**config.mk**
```make
export PLATFORM = sky130hd
export DESIGN_NAME = nibble_serial_add_ctrl
export DESIGN_NICKNAME = d
export VERILOG_FILES = /design/src/rtl/nibble_serial_add_ctrl.sv
export SDC_FILE = /design/constraint.sdc
export NUM_CORES = 1
export LEC_CHECK = 0
export BUFFER_PORTS_ARGS = -buffer_cell sky130_fd_sc_hd__clkbuf_2
export CAP_MARGIN = 20
export CORE_AREA = 3 3 93 95
export DETAILED_ROUTE_END_ITERATION = 10
export DIE_AREA = 0 0 96 98
export GPL_TIMING_DRIVEN = 1
export PLACE_DENSITY_LB_ADDON = 0.12
export SLEW_MARGIN = 10
export SYNTH_ARGS = -nofsm -noshare
export SYNTH_HDL_FRONTEND = slang
export SYNTH_SLANG_ARGS = --single-unit
```
**constraint.sdc**
```tcl
create_clock -name clk -period 2.4 [get_ports clk]
set_clock_uncertainty 0.2 [all_clocks]
set_input_delay 0.48 -clock clk [delete_from_list [all_inputs] [get_ports clk]]
set_output_delay 0.48 -clock clk [all_outputs]
set_load 0.02 [all_outputs]
```
**src/rtl/nibble_serial_add_ctrl.sv**
```systemverilog
// Nibble-serial sequencer for the external 4-bit ripple adder.
// Takes a wide operand pair, feeds the adder LSB nibble first with a registered carry, and returns sum/cout/ovf.
//
//   state  | meaning
//   -------+--------------------------------------------------------------
//   S_IDLE | ready for an operand pair, adder inputs forced to 0
//   S_RUN  | one nibble per cycle through the adder, carry chained in r_carry
//   S_DONE | result presented on out_*, held until out_ready
module nibble_serial_add_ctrl #(
    parameter int NIBBLES = 4
) (
    input  logic                 clk,
    input  logic                 rst,
    input  logic                 in_valid,
    output logic                 in_ready,
    input  logic [4*NIBBLES-1:0] in_a,
    input  logic [4*NIBBLES-1:0] in_b,
    input  logic                 in_cin,
    output logic                 out_valid,
    input  logic                 out_ready,
    output logic [4*NIBBLES-1:0] out_sum,
    output logic                 out_cout,
    output logic                 out_ovf,
    output logic                 busy,
    output logic [3:0]           add_a,
    output logic [3:0]           add_b,
    output logic                 add_cin,
    input  logic [3:0]           add_sum,
    input  logic                 add_cout
);

    localparam int W  = 4 * NIBBLES;
    localparam int IW = (NIBBLES > 1) ? $clog2(NIBBLES) : 1;
    localparam logic [IW-1:0] LAST_IDX = IW'(NIBBLES - 1);

    typedef enum logic [1:0] {
        S_IDLE = 2'd0,
        S_RUN  = 2'd1,
        S_DONE = 2'd2
    } state_t;

    state_t        r_state;
    logic [W-1:0]  r_a_sh;
    logic [W-1:0]  r_b_sh;
    // Only the upper W-4 bits of the partial sum are kept; the final nibble
    // comes straight from the adder on the last RUN edge.
    logic [W-5:0]  r_part;
    logic          r_carry;
    logic          r_a_msb;
    logic          r_b_msb;
    logic [IW-1:0] r_idx;
    logic          r_out_valid;
    logic [W-1:0]  r_out_sum;
    logic          r_out_cout;
    logic          r_out_ovf;

    logic [W-1:0]  w_sum_next;
    logic          w_run;
    logic          w_last;

    assign w_run      = (r_state == S_RUN);
    assign w_last     = (r_idx == LAST_IDX);
    assign w_sum_next = {add_sum, r_part};

    assign add_a   = w_run ? r_a_sh[3:0] : 4'd0;
    assign add_b   = w_run ? r_b_sh[3:0] : 4'd0;
    assign add_cin = w_run ? r_carry : 1'b0;

    assign in_ready  = (r_state == S_IDLE);
    assign busy      = (r_state != S_IDLE);
    assign out_valid = r_out_valid;
    assign out_sum   = r_out_sum;
    assign out_cout  = r_out_cout;
    assign out_ovf   = r_out_ovf;

    always_ff @(posedge clk or posedge rst) begin
        if (rst) begin
            r_state     <= S_IDLE;
            r_a_sh      <= '0;
            r_b_sh      <= '0;
            r_part      <= '0;
            r_carry     <= 1'b0;
            r_a_msb     <= 1'b0;
            r_b_msb     <= 1'b0;
            r_idx       <= '0;
            r_out_valid <= 1'b0;
            r_out_sum   <= '0;
            r_out_cout  <= 1'b0;
            r_out_ovf   <= 1'b0;
        end else begin
            case (r_state)
                S_IDLE: begin
                    if (in_valid) begin
                        r_a_sh  <= in_a;
                        r_b_sh  <= in_b;
                        r_part  <= '0;
                        r_carry <= in_cin;
                        r_a_msb <= in_a[W-1];
                        r_b_msb <= in_b[W-1];
                        r_idx   <= '0;
                        r_state <= S_RUN;
                    end
                end
                S_RUN: begin
                    r_part  <= w_sum_next[W-1:4];
                    r_carry <= add_cout;
                    r_a_sh  <= r_a_sh >> 4;
                    r_b_sh  <= r_b_sh >> 4;
                    r_idx   <= r_idx + 1'b1;
                    if (w_last) begin
                        r_out_valid <= 1'b1;
                        r_out_sum   <= w_sum_next;
                        r_out_cout  <= add_cout;
                        r_out_ovf   <= (r_a_msb == r_b_msb) && (w_sum_next[W-1] != r_a_msb);
                        r_state     <= S_DONE;
                    end
                end
                S_DONE: begin
                    if (out_ready) begin
                        r_out_valid <= 1'b0;
                        r_state     <= S_IDLE;
                    end
                end
                default: begin
                    r_out_valid <= 1'b0;
                    r_state     <= S_IDLE;
                end
            endcase
        end
    end

endmodule

```
==> insert_results.sql <==
INSERT INTO impl_metrics (metric_group, metric, value, unit) VALUES
('run_status', 'status', 'finished, final reports clean', ''),
('routing', 'detail_route.wirelength', '6770', 'microns'),
('clocking', 'ctsResizeCount', '0', ''),
('sta', 'maxSlewViolCount', '0', ''),
('clocking', 'cts_post_setup_buffers_inserted', '0', ''),
('place', 'dp_slack', '0.462', 'ns'),
('clocking', 'cts.htree.levels', '3', ''),
('cells_and_area', 'layout.cells.most_common', 'sky130_fd_sc_hd__clkbuf_2', ''),
('place', 'post-dp-hpwl', '4610', 'microns'),
('sta', 'hold_viol_final', '0', ''),
('place', 'gpl.final_weighted_congestion', '0.723', ''),
('routing', 'top_layer_used', 'met4', ''),
('sta', 'share_of_the_clock_period_used_by_the_worst_path_after_layout', '0.911', ''),
('pwr', 'pwr_density_cell', '1300', 'nW/um^2'),
('setup_path', 'worstSetupEndpointType', 'output port', ''),
('routing', 'detail_route.iter0.violations', '60', ''),
('global_routing', 'grt_pass1_vias', '2369', ''),
('cells_and_area', 'num-fill-cells', '746', ''),
('clocking', 'clkTransAtPathRegs', '0.07', 'ns'),
('floorplanning', 'fp.dieW', '96', 'microns'),
('run', 'number_of_maximum_capacitance_violations', '0', ''),
('pwr', 'net_switching_power', '1.84', 'mW'),
('floorplanning', 'fp-row-count', '32', ''),
('routing', 'route.met3.wl', '327', 'microns'),
('sta', 'postLayoutSetupSlackWorst', '0.214', 'ns'),
('floorplanning', 'start_util', '0.398', ''),
('sta', 'maxClockFrequency', '457', 'MHz'),
('sta', 'setup-tns-final', '0', 'ns'),
('clocking', 'cts_root_buffer', 'sky130_fd_sc_hd__clkbuf_8', ''),
('setup_path', 'worstPathArrival', '1.51', 'ns'),
('clocking', 'sink_count_of_the_clock_tree', '70', ''),
('global_routing', 'grt_max_degree', '71', ''),
('floorplanning', 'die_height', '98', 'microns'),
('routing', 'routed_wire_length_per_instance', '14.9', 'microns'),
('logic_synthesis', 'synthesis.area', '3110', 'sq um'),
('logic_synthesis', 'synth_top_cells_by_area', 'sky130_fd_sc_hd__dfrtp_1 (56%), sky130_fd_sc_hd__mux2_2 (6.9%), sky130_fd_sc_hd__o21ai_0 (5.2%), sky130_fd_sc_hd__a21oi_1 (4.8%), sky130_fd_sc_hd__a22oi_1 (4.8%)', ''),
('logic_synthesis', 'seq_area_frac_synth', '0.564', ''),
('cells_and_area', 'num_antenna_cells', '0', ''),
('routing', 'dr.pass1.iters', '4', ''),
('cells_and_area', 'layout-drive-gt1-share', '0.354', ''),
('logic_synthesis', 'synth_ff_type', 'sky130_fd_sc_hd__dfrtp_1', ''),
('pwr', 'sequentialPowerShare', '0.395', ''),
('floorplanning', 'die_area', '9410', 'sq um'),
('place', 'port-buffer-count', '71', ''),
('clocking', 'numCtsBuffers', '9', ''),
('logic_synthesis', 'yosysTopAreaCellShare', '0.564', ''),
('pwr', 'p_leak', '1.84', 'nW'),
('setup_path', 'flop2flop_setup_slack', '0.44', 'ns'),
('setup_path', 'cp_data_required_time', '1.72', 'ns'),
('cells_and_area', 'regArea', '1750', 'sq um'),
('global_routing', 'antenna_found_initial', '0', ''),
('clocking', 'cts_hold_buffers', '0', ''),
('floorplanning', 'coreArea', '7810', 'sq um'),
('routing', 'routed_via_density', '4.99', ''),
('logic_synthesis', 'yosysWarningCount', '0', ''),
('pwr', 'netSwitchingFraction', '0.369', ''),
('floorplanning', 'pin_count', '72', ''),
('global_routing', 'gr-usage-all-layers', '0.157', ''),
('global_routing', 'grt_first_pass_wirelength', '11800', 'microns'),
('sta', 'final-setup-viol-count', '0', ''),
('logic_synthesis', 'synthDominantAreaCellType', 'sky130_fd_sc_hd__dfrtp_1', ''),
('routing', 'remaining_drc_errors', '0', ''),
('cells_and_area', 'final_util', '0.490', ''),
('global_routing', 'grt_remaining_overflow', '0', ''),
('routing', 'routed_metal_1_wirelength', '3290', 'microns'),
('setup_path', 'startpoint_class_of_the_critical_path', 'register', ''),
('pwr', 'p_clk_frac', '0.215', ''),
('setup_path', 'worst_r2r_path_depth', '5', ''),
('routing', 'final_antenna_net_count', '0', ''),
('logic_synthesis', 'count_of_flip_flops_with_a_built_in_enable_after_synthesis', '0', ''),
('clocking', 'cts_tree', 'built', '');
==> through the flow <==
step           power (mW)  instances  hold WS, ns  area (sq um)
6_report             4.98        455       0.0300          3820
5_1_grt              5.37        455       0.0624          3820
4_1_cts              5.05        455       0.0403          3820
3_5_place_dp         3.96        439        0.280          3590
3_3_place_gp         3.93        439        0.273          3590
2_1_floorplan        3.35        277        0.242          3110
==> routing by layer <==
metal / up-vias / track usage
li1: 1126 / -
met1: 1084 / 0.232
met2: 53 / 0.232
met3: 9 / 0.0308
met4: 0 / 0.0492
met5: - / 0
==> sequential cells by signal (all words and copies together) (netlist names) <==
name	flops
r_part	12
r_carry	1
out_valid	1
r_idx	2
r_state	2
r_a_sh	16
out_sum	16
out_cout	1
r_a_msb	1
out_ovf	1
r_b_sh	16
r_b_msb	1
==> cell usage after synthesis (2+ instances only) <==
cell / instances
sky130_fd_sc_hd__dfrtp_1: 70
sky130_fd_sc_hd__o21ai_0: 32
sky130_fd_sc_hd__a21oi_1: 30
sky130_fd_sc_hd__nor2b_1: 21
sky130_fd_sc_hd__a22oi_1: 20
sky130_fd_sc_hd__mux2_2: 19
sky130_fd_sc_hd__a22o_1: 17
sky130_fd_sc_hd__nand2_1: 12
sky130_fd_sc_hd__and2_1: 10
sky130_fd_sc_hd__clkbuf_1: 10
sky130_fd_sc_hd__buf_2: 9
sky130_fd_sc_hd__and2b_1: 6
sky130_fd_sc_hd__and3b_1: 6
sky130_fd_sc_hd__buf_4: 3
sky130_fd_sc_hd__nor2_1: 2
==> worst max-delay path, cell delays in order, from the launching register on <==
cell and delay (ns):
sky130_fd_sc_hd__dfrtp_1 0.41, sky130_fd_sc_hd__nor2b_4 0.23, sky130_fd_sc_hd__buf_4 0.23, sky130_fd_sc_hd__and2_1 0.14
sky130_fd_sc_hd__clkbuf_2 0.16
==> cell type report <==
type                       count  share of cell area
clock inverter                 6              0.0242
multi-input combinational    182               0.326
tap                          102              0.0334
inverter                       2             0.00295
sequential                    70               0.458
clock buffer                  10              0.0360
timing repair buffer          83               0.120
==> worst max-delay path by stage <==
stage / startpoint / end / depth (start not counted)
detailed placement: r_state[1] / add_a[3] / 4
CTS: r_state[1] / add_a[3] / 4
floorplan: r_state[1] / add_a[0] / 5
finish: r_state[1] / add_a[3] / 4
global route: r_state[1] / add_a[3] / 4
global placement: r_state[1] / add_a[1] / 4
==> power groups by stage <==
stage	registers, mW	logic [mW]	clock network [mW]
final	1.97	1.94	1.07
after global routing	2.04	2.18	1.15
after CTS	1.97	1.97	1.10
after detailed placement	1.99	1.97	0
after global placement	1.98	1.95	0
after floorplan	2.07	1.28	0
==> kinds of logic (layout without fill, tap and decap cells) <==
group | Yosys count | in the layout | synth area share
AOI/OAI and AO/OA | 101 | 101 | 0.202
adders and majority gates | 1 | 1 | 0.00403
buffers and inverters | 25 | 101 | 0.0399
DFF | 70 | 70 | 0.564
muxes | 20 | 20 | 0.0725
and+or+nand+nor | 60 | 60 | 0.118
(Power assumes the default switching activity.)
